File: config.mk
export PLATFORM = sky130hd
export DESIGN_NAME = rns_op_scheduler
export DESIGN_NICKNAME = d
export VERILOG_FILES = /design/src/rtl/rns_op_scheduler.sv
export SDC_FILE = /design/constraint.sdc
export NUM_CORES = 1
export LEC_CHECK = 0
export ABC_CLOCK_PERIOD_IN_PS = 3210
export CORE_MARGIN = 4
export CORE_UTILIZATION = 51
export CTS_CLUSTER_DIAMETER = 50
export DETAILED_ROUTE_END_ITERATION = 16
export PLACE_DENSITY = 0.85
export REMOVE_ABC_BUFFERS = 1
export SYNTH_ARGS = -nofsm -noshare
export SYNTH_HDL_FRONTEND = slang
export SYNTH_SLANG_ARGS = --single-unit
File: constraint.sdc
create_clock -name clk -period 3.21 [get_ports clk]
set_input_delay 0.8025 -clock clk [delete_from_list [all_inputs] [get_ports clk]]
set_output_delay 0.8025 -clock clk [all_outputs]
set_load 0.1 [all_outputs]
File: src/rtl/rns_op_scheduler.sv
// Sequencer/arbiter for a shared combinational RNS datapath: stores and validates the moduli set,
// arbitrates two requesters round-robin, drives the datapath and returns one response per grant.
module rns_op_scheduler #(
    parameter int unsigned DW     = 4,
    parameter int unsigned MW     = 3,
    parameter int unsigned RW     = 7,
    parameter int unsigned SETTLE = 2
) (
    input  logic            clk,
    input  logic            rst_n,
    input  logic            cfg_valid,
    output logic            cfg_ready,
    input  logic [MW-1:0]   cfg_m1,
    input  logic [MW-1:0]   cfg_m2,
    input  logic [MW-1:0]   cfg_m3,
    output logic            cfg_ok,
    output logic            cfg_err,
    input  logic [1:0]      req_valid,
    output logic [1:0]      req_ready,
    input  logic [2*DW-1:0] req_a,
    input  logic [2*DW-1:0] req_b,
    input  logic [3:0]      req_op,
    output logic            rsp_valid,
    output logic            rsp_id,
    output logic [RW-1:0]   rsp_result,
    output logic            rsp_err,
    output logic [DW-1:0]   dp_a,
    output logic [DW-1:0]   dp_b,
    output logic [MW-1:0]   dp_m1,
    output logic [MW-1:0]   dp_m2,
    output logic [MW-1:0]   dp_m3,
    output logic [1:0]      dp_op,
    input  logic [RW-1:0]   dp_result
);
    localparam int unsigned CW = (SETTLE > 1) ? $clog2(SETTLE) : 1;

    typedef enum logic [2:0] {StIdle, StCheck, StIssue, StSettle, StResp} state_e;

    state_e          state_q, state_d;
    logic [MW-1:0]   m1_q, m1_d, m2_q, m2_d, m3_q, m3_d;
    logic            cfg_ok_q, cfg_ok_d;
    logic            cfg_err_q, cfg_err_d;
    logic            rr_q, rr_d;
    logic [DW-1:0]   a_q, a_d, b_q, b_d;
    logic [1:0]      op_q, op_d;
    logic            id_q, id_d;
    logic            err_q, err_d;
    logic [RW-1:0]   result_q, result_d;
    logic [1:0]      pair_q, pair_d;
    logic [MW-1:0]   gx_q, gx_d, gy_q, gy_d;
    logic [CW-1:0]   cnt_q, cnt_d;
    logic [DW-1:0]   dp_a_q, dp_a_d, dp_b_q, dp_b_d;
    logic [1:0]      dp_op_q, dp_op_d;

    logic [1:0]      gnt;
    logic            gnt_id;
    logic [DW-1:0]   sel_a, sel_b;
    logic [1:0]      sel_op;
    logic            mod_small;

    always_comb begin
        state_d   = state_q;
        m1_d      = m1_q;
        m2_d      = m2_q;
        m3_d      = m3_q;
        cfg_ok_d  = cfg_ok_q;
        cfg_err_d = 1'b0;
        rr_d      = rr_q;
        a_d       = a_q;
        b_d       = b_q;
        op_d      = op_q;
        id_d      = id_q;
        err_d     = err_q;
        result_d  = result_q;
        pair_d    = pair_q;
        gx_d      = gx_q;
        gy_d      = gy_q;
        cnt_d     = cnt_q;
        dp_a_d    = dp_a_q;
        dp_b_d    = dp_b_q;
        dp_op_d   = dp_op_q;
        gnt       = 2'b00;

        // Pointer only breaks ties; a lone requester always wins.
        gnt_id    = (&req_valid) ? rr_q : req_valid[1];
        sel_a     = gnt_id ? req_a[2*DW-1:DW] : req_a[DW-1:0];
        sel_b     = gnt_id ? req_b[2*DW-1:DW] : req_b[DW-1:0];
        sel_op    = gnt_id ? req_op[3:2] : req_op[1:0];
        mod_small = (m1_q < MW'(2)) || (m2_q < MW'(2)) || (m3_q < MW'(2));

        unique case (state_q)
            StIdle: begin
                if (cfg_valid) begin
                    m1_d     = cfg_m1;
                    m2_d     = cfg_m2;
                    m3_d     = cfg_m3;
                    cfg_ok_d = 1'b0;
                    gx_d     = cfg_m1;
                    gy_d     = cfg_m2;
                    pair_d   = 2'd0;
                    state_d  = StCheck;
                end else if (|req_valid) begin
                    gnt   = gnt_id ? 2'b10 : 2'b01;
                    rr_d  = ~gnt_id;
                    a_d   = sel_a;
                    b_d   = sel_b;
                    op_d  = sel_op;
                    id_d  = gnt_id;
                    err_d = (sel_op == 2'b11) || !cfg_ok_q;
                    if (err_d) begin
                        result_d = '0;
                        state_d  = StResp;
                    end else begin
                        state_d = StIssue;
                    end
                end
            end
            StCheck: begin
                if (mod_small) begin
                    cfg_err_d = 1'b1;
                    state_d   = StIdle;
                end else if (gx_q == gy_q) begin
                    // Subtractive GCD has converged; gx_q is the gcd of the current pair.
                    if (gx_q != MW'(1)) begin
                        cfg_err_d = 1'b1;
                        state_d   = StIdle;
                    end else if (pair_q == 2'd2) begin
                        cfg_ok_d = 1'b1;
                        state_d  = StIdle;
                    end else if (pair_q == 2'd0) begin
                        pair_d = 2'd1;
                        gx_d   = m1_q;
                        gy_d   = m3_q;
                    end else begin
                        pair_d = 2'd2;
                        gx_d   = m2_q;
                        gy_d   = m3_q;
                    end
                end else if (gx_q > gy_q) begin
                    gx_d = gx_q - gy_q;
                end else begin
                    gy_d = gy_q - gx_q;
                end
            end
            StIssue: begin
                dp_a_d  = a_q;
                dp_b_d  = b_q;
                dp_op_d = op_q;
                cnt_d   = CW'(SETTLE - 1);
                state_d = StSettle;
            end
            StSettle: begin
                if (cnt_q == '0) begin
                    result_d = dp_result;
                    state_d  = StResp;
                end else begin
                    cnt_d = cnt_q - 1'b1;
                end
            end
            StResp: begin
                state_d = StIdle;
            end
            default: begin
                state_d = StIdle;
            end
        endcase
    end

    always_ff @(posedge clk or negedge rst_n) begin
        if (!rst_n) begin
            state_q   <= StIdle;
            m1_q      <= '0;
            m2_q      <= '0;
            m3_q      <= '0;
            cfg_ok_q  <= 1'b0;
            cfg_err_q <= 1'b0;
            rr_q      <= 1'b0;
            a_q       <= '0;
            b_q       <= '0;
            op_q      <= '0;
            id_q      <= 1'b0;
            err_q     <= 1'b0;
            result_q  <= '0;
            pair_q    <= '0;
            gx_q      <= '0;
            gy_q      <= '0;
            cnt_q     <= '0;
            dp_a_q    <= '0;
            dp_b_q    <= '0;
            dp_op_q   <= '0;
        end else begin
            state_q   <= state_d;
            m1_q      <= m1_d;
            m2_q      <= m2_d;
            m3_q      <= m3_d;
            cfg_ok_q  <= cfg_ok_d;
            cfg_err_q <= cfg_err_d;
            rr_q      <= rr_d;
            a_q       <= a_d;
            b_q       <= b_d;
            op_q      <= op_d;
            id_q      <= id_d;
            err_q     <= err_d;
            result_q  <= result_d;
            pair_q    <= pair_d;
            gx_q      <= gx_d;
            gy_q      <= gy_d;
            cnt_q     <= cnt_d;
            dp_a_q    <= dp_a_d;
            dp_b_q    <= dp_b_d;
            dp_op_q   <= dp_op_d;
        end
    end

    assign cfg_ready  = (state_q == StIdle);
    assign cfg_ok     = cfg_ok_q;
    assign cfg_err    = cfg_err_q;
    assign req_ready  = gnt;
    assign rsp_valid  = (state_q == StResp);
    assign rsp_id     = id_q;
    assign rsp_result = result_q;
    assign rsp_err    = err_q;
    assign dp_a       = dp_a_q;
    assign dp_b       = dp_b_q;
    assign dp_op      = dp_op_q;
    assign dp_m1      = m1_q;
    assign dp_m2      = m2_q;
    assign dp_m3      = m3_q;

endmodule

==> results.md <==
- Final period util: 97.1%
- RePlAce Congestion: 0.840
- Critical-path cell list: clkdlybuf4s50_1 > nor4_1 > o21ai_1 > a21oi_1 > buf_12
- Area Growth Syn to Fin: 33.1%
- Initial antenna violation count: 0
- FMAX: 321 MHz
- Post-layout min period: 3120 ps
- First-pass GRT wire length: 9.48 mm
- Root Driver: clkbuf_8
- CTS Hold Bufs: 0
- Warnings, synthesis: 0
- Flops & latches, synth: 53
- Worst Hold Class: in2async
- Final core utilization: 71.0%
- Post-detail-place hpwl: 4.54 mm
- Routed vias/inst: 5.35
- Crit path max-delay family: buffers and inverters
- GRT Residual Overflow: 0
- # Post-CTS Setup Buffers: 0
- Max-cap violations: 0
- H-tree Lvls: 2
- Max-slew violations: 0
- Status: complete, no violations
- # resized after CTS: 0
- Hold Fails Final Rpt: 0
- Ant diodes: 0
- WL per Instance: 15.6 um
- Vias in the first global route: 2013
- Clk_skew: 9.07 ps
- Final WL: 5.77 mm
- Worst path max stage delay: 470 ps
- Remaining DRCs: 0
- Unrepaired setup endpoints after global routing: false
- Actual slew at the worst max-slew pin: 950 ps
- GRT Util Overall: 19.3%
- Largest net degree at the start of global routing: 40
- Worst-Skew Late Latency: 310 ps
- I/O pin cnt: 75
- Fill cell count: 377
- Port-buffer cells: 74
- Cell row count: 25
- Syn Inst Count: 226
- CP max stage cell: clkdlybuf4s50_1
- Data required, critical path: 2410 ps
- Most common cell after layout, fill and taps aside: dfrtp_1
- Nets: 351
- Reg clk slew, reported paths: 90 ps
- Core area: 4820 sq um
- Clock Sinks: 53
- Drt pass-1 iters: 4
- Routed Antenna Nets: 0
- Most frequent cells in the layout: dfrtp_1 (53), clkdlybuf4s50_1 (39), buf_4 (37)
- Synthesized area: 2570 sq um
- Mean Syn Cell Area: 11.4 sq um
- Drt initial violations: 111
- Crit start category: input port
- Total Die Area: 6240 sq um
- Initial Util: 53.4%
- Sequential area share after synthesis: 51.6%
- Total CTS buffers: 5
- Die Ht: 79.0 um
- Worst slew margin: 36.5%
- Layout cell share with drive strength beyond 1: 23.4%
- CTS tree: yes
- Chip width: 79.0 um
- Setup-failing EPs final: 0
- Worst path bufs/invs: 2
- Critical path type: in2out
- Arr. time, crit path: 2310 ps
- Vias: 1986
- Critical Path Sink Type: output pin
- Worst Path Max Fanout: 4
- Unique masters post-synth: 40
- Clock Path Buffers: 2
-- cell usage after synthesis --
library cell / number / area, sq um
nor3_4: 1 / 16.3
xnor2_1: 1 / 8.76
o211a_1: 1 / 10.0
nand3_1: 4 / 20.0
fa_1: 2 / 40.0
o22ai_1: 1 / 6.26
nor3_2: 1 / 10.0
buf_2: 1 / 5.00
nor3_1: 2 / 10.0
ha_1: 5 / 62.6
a22o_1: 7 / 61.3
nand2b_1: 5 / 31.3
inv_1: 6 / 22.5
mux2_4: 2 / 30.0
a22oi_1: 3 / 22.5
a32o_1: 1 / 10.0
nor4_1: 1 / 6.26
mux2_2: 18 / 203
or3_1: 1 / 6.26
nor3b_1: 1 / 7.51
dfrtp_1: 53 / 1330
xor2_1: 1 / 8.76
nand2_1: 27 / 101
a31oi_1: 1 / 6.26
o21a_1: 3 / 22.5
nor2_1: 14 / 52.6
a21oi_1: 10 / 50.1
o211ai_1: 4 / 30.0
and3_1: 2 / 12.5
nand4_1: 2 / 12.5
nand3b_1: 1 / 7.51
a311oi_4: 1 / 26.3
clkbuf_1: 4 / 15.0
mux2i_1: 13 / 130
buf_6: 3 / 33.8
o21ai_0: 16 / 80.1
buf_1: 1 / 3.75
a221oi_4: 1 / 26.3
a21o_1: 3 / 22.5
and2_1: 2 / 12.5
-- stage by stage --
stage | instances | instance area (sq um) | hold slack, ps | setup WS [ps] | TNS [ps]
3_3_place_gp | 363 | 3310 | 446 | 156 | 0
6_report | 371 | 3420 | 383 | 93.0 | 0
3_5_place_dp | 363 | 3310 | 452 | 128 | 0
4_1_cts | 371 | 3420 | 395 | 122 | 0
2_1_floorplan | 217 | 2510 | 433 | -851 | -3140
5_1_grt | 371 | 3420 | 413 | 56.5 | 0
-- worst register-to-register path, stage by stage (launching register included) --
cell      delay (ps)
dfrtp_1          460
inv_1            130
ha_1             350
nand3_1          310
a221oi_4         470
a311oi_4         110
mux2_4           340
-- cell families after synthesis --
| logic type | share of synthesized area (%) |
|---|---|
| buffers and inverters | 3.12 |
| AO/OA/AOI/OAI | 14.6 |
| multiplexers | 14.1 |
| adder cells (fa/ha/maj) | 3.99 |
| flip-flops | 51.6 |
| AND/OR/NAND/NOR | 11.9 |
| XOR/XNOR | 0.682 |
-- per-layer routing --
metal,GRT usage [%],up-vias,share of wire [%]
met2,33.2,63,51
met1,24.6,948,42
met5,0,-,0
met3,2.83,10,6.0
li1,-,965,-
met4,7.22,0,1.5
-- path summary, 6_finish.rpt --
path | end | from | cells after the start | slack [ps]
worst max-delay path | req_ready[0] | cfg_valid | 5 | 90
worst min-delay path | gy_q[2]$_DFFE_PN0P_ | rst_n | 1 | 380
worst max register to register | gy_q[1]$_DFFE_PN0P_ | gx_q[1]$_DFFE_PN0P_ | 6 | 940
worst min register to register | a_q[3]$_DFFE_PN0P_ | a_q[3]$_DFFE_PN0P_ | 2 | 470
max in group asynchronous | pair_q[1]$_DFFE_PN0P_ | rst_n | 2 | 2050
min in group clk | a_q[3]$_DFFE_PN0P_ | a_q[3]$_DFFE_PN0P_ | 2 | 470
-- state kept, by name, summed over array words and instances (netlist names), 2 cells and up --
| signal | count |
|---|---|
| dp_m2 | 3 |
| a_q | 4 |
| rsp_result | 7 |
| dp_b | 4 |
| gy_q | 3 |
| b_q | 4 |
| gx_q | 3 |
| state_q | 3 |
| op_q | 2 |
| dp_m3 | 3 |
| dp_a | 4 |
| dp_m1 | 3 |
| pair_q | 2 |
| dp_op | 2 |
-- cell type report --
| cell class | count | area, sq um | area share, % |
|---|---|---|---|
| sequential | 53 | 1330 | 38.8 |
| multi-input combinational | 158 | 1160 | 34.0 |
| timing repair buffer | 79 | 713 | 20.8 |
| tap | 67 | 83.8 | 2.45 |
| clock buffer | 6 | 72.6 | 2.12 |
| clock inverter | 2 | 38.8 | 1.13 |
| inverter | 6 | 22.5 | 0.658 |
Power is not shown: default switching activity piles up to over one toggle a cycle in this logic, so the estimate is an artifact.
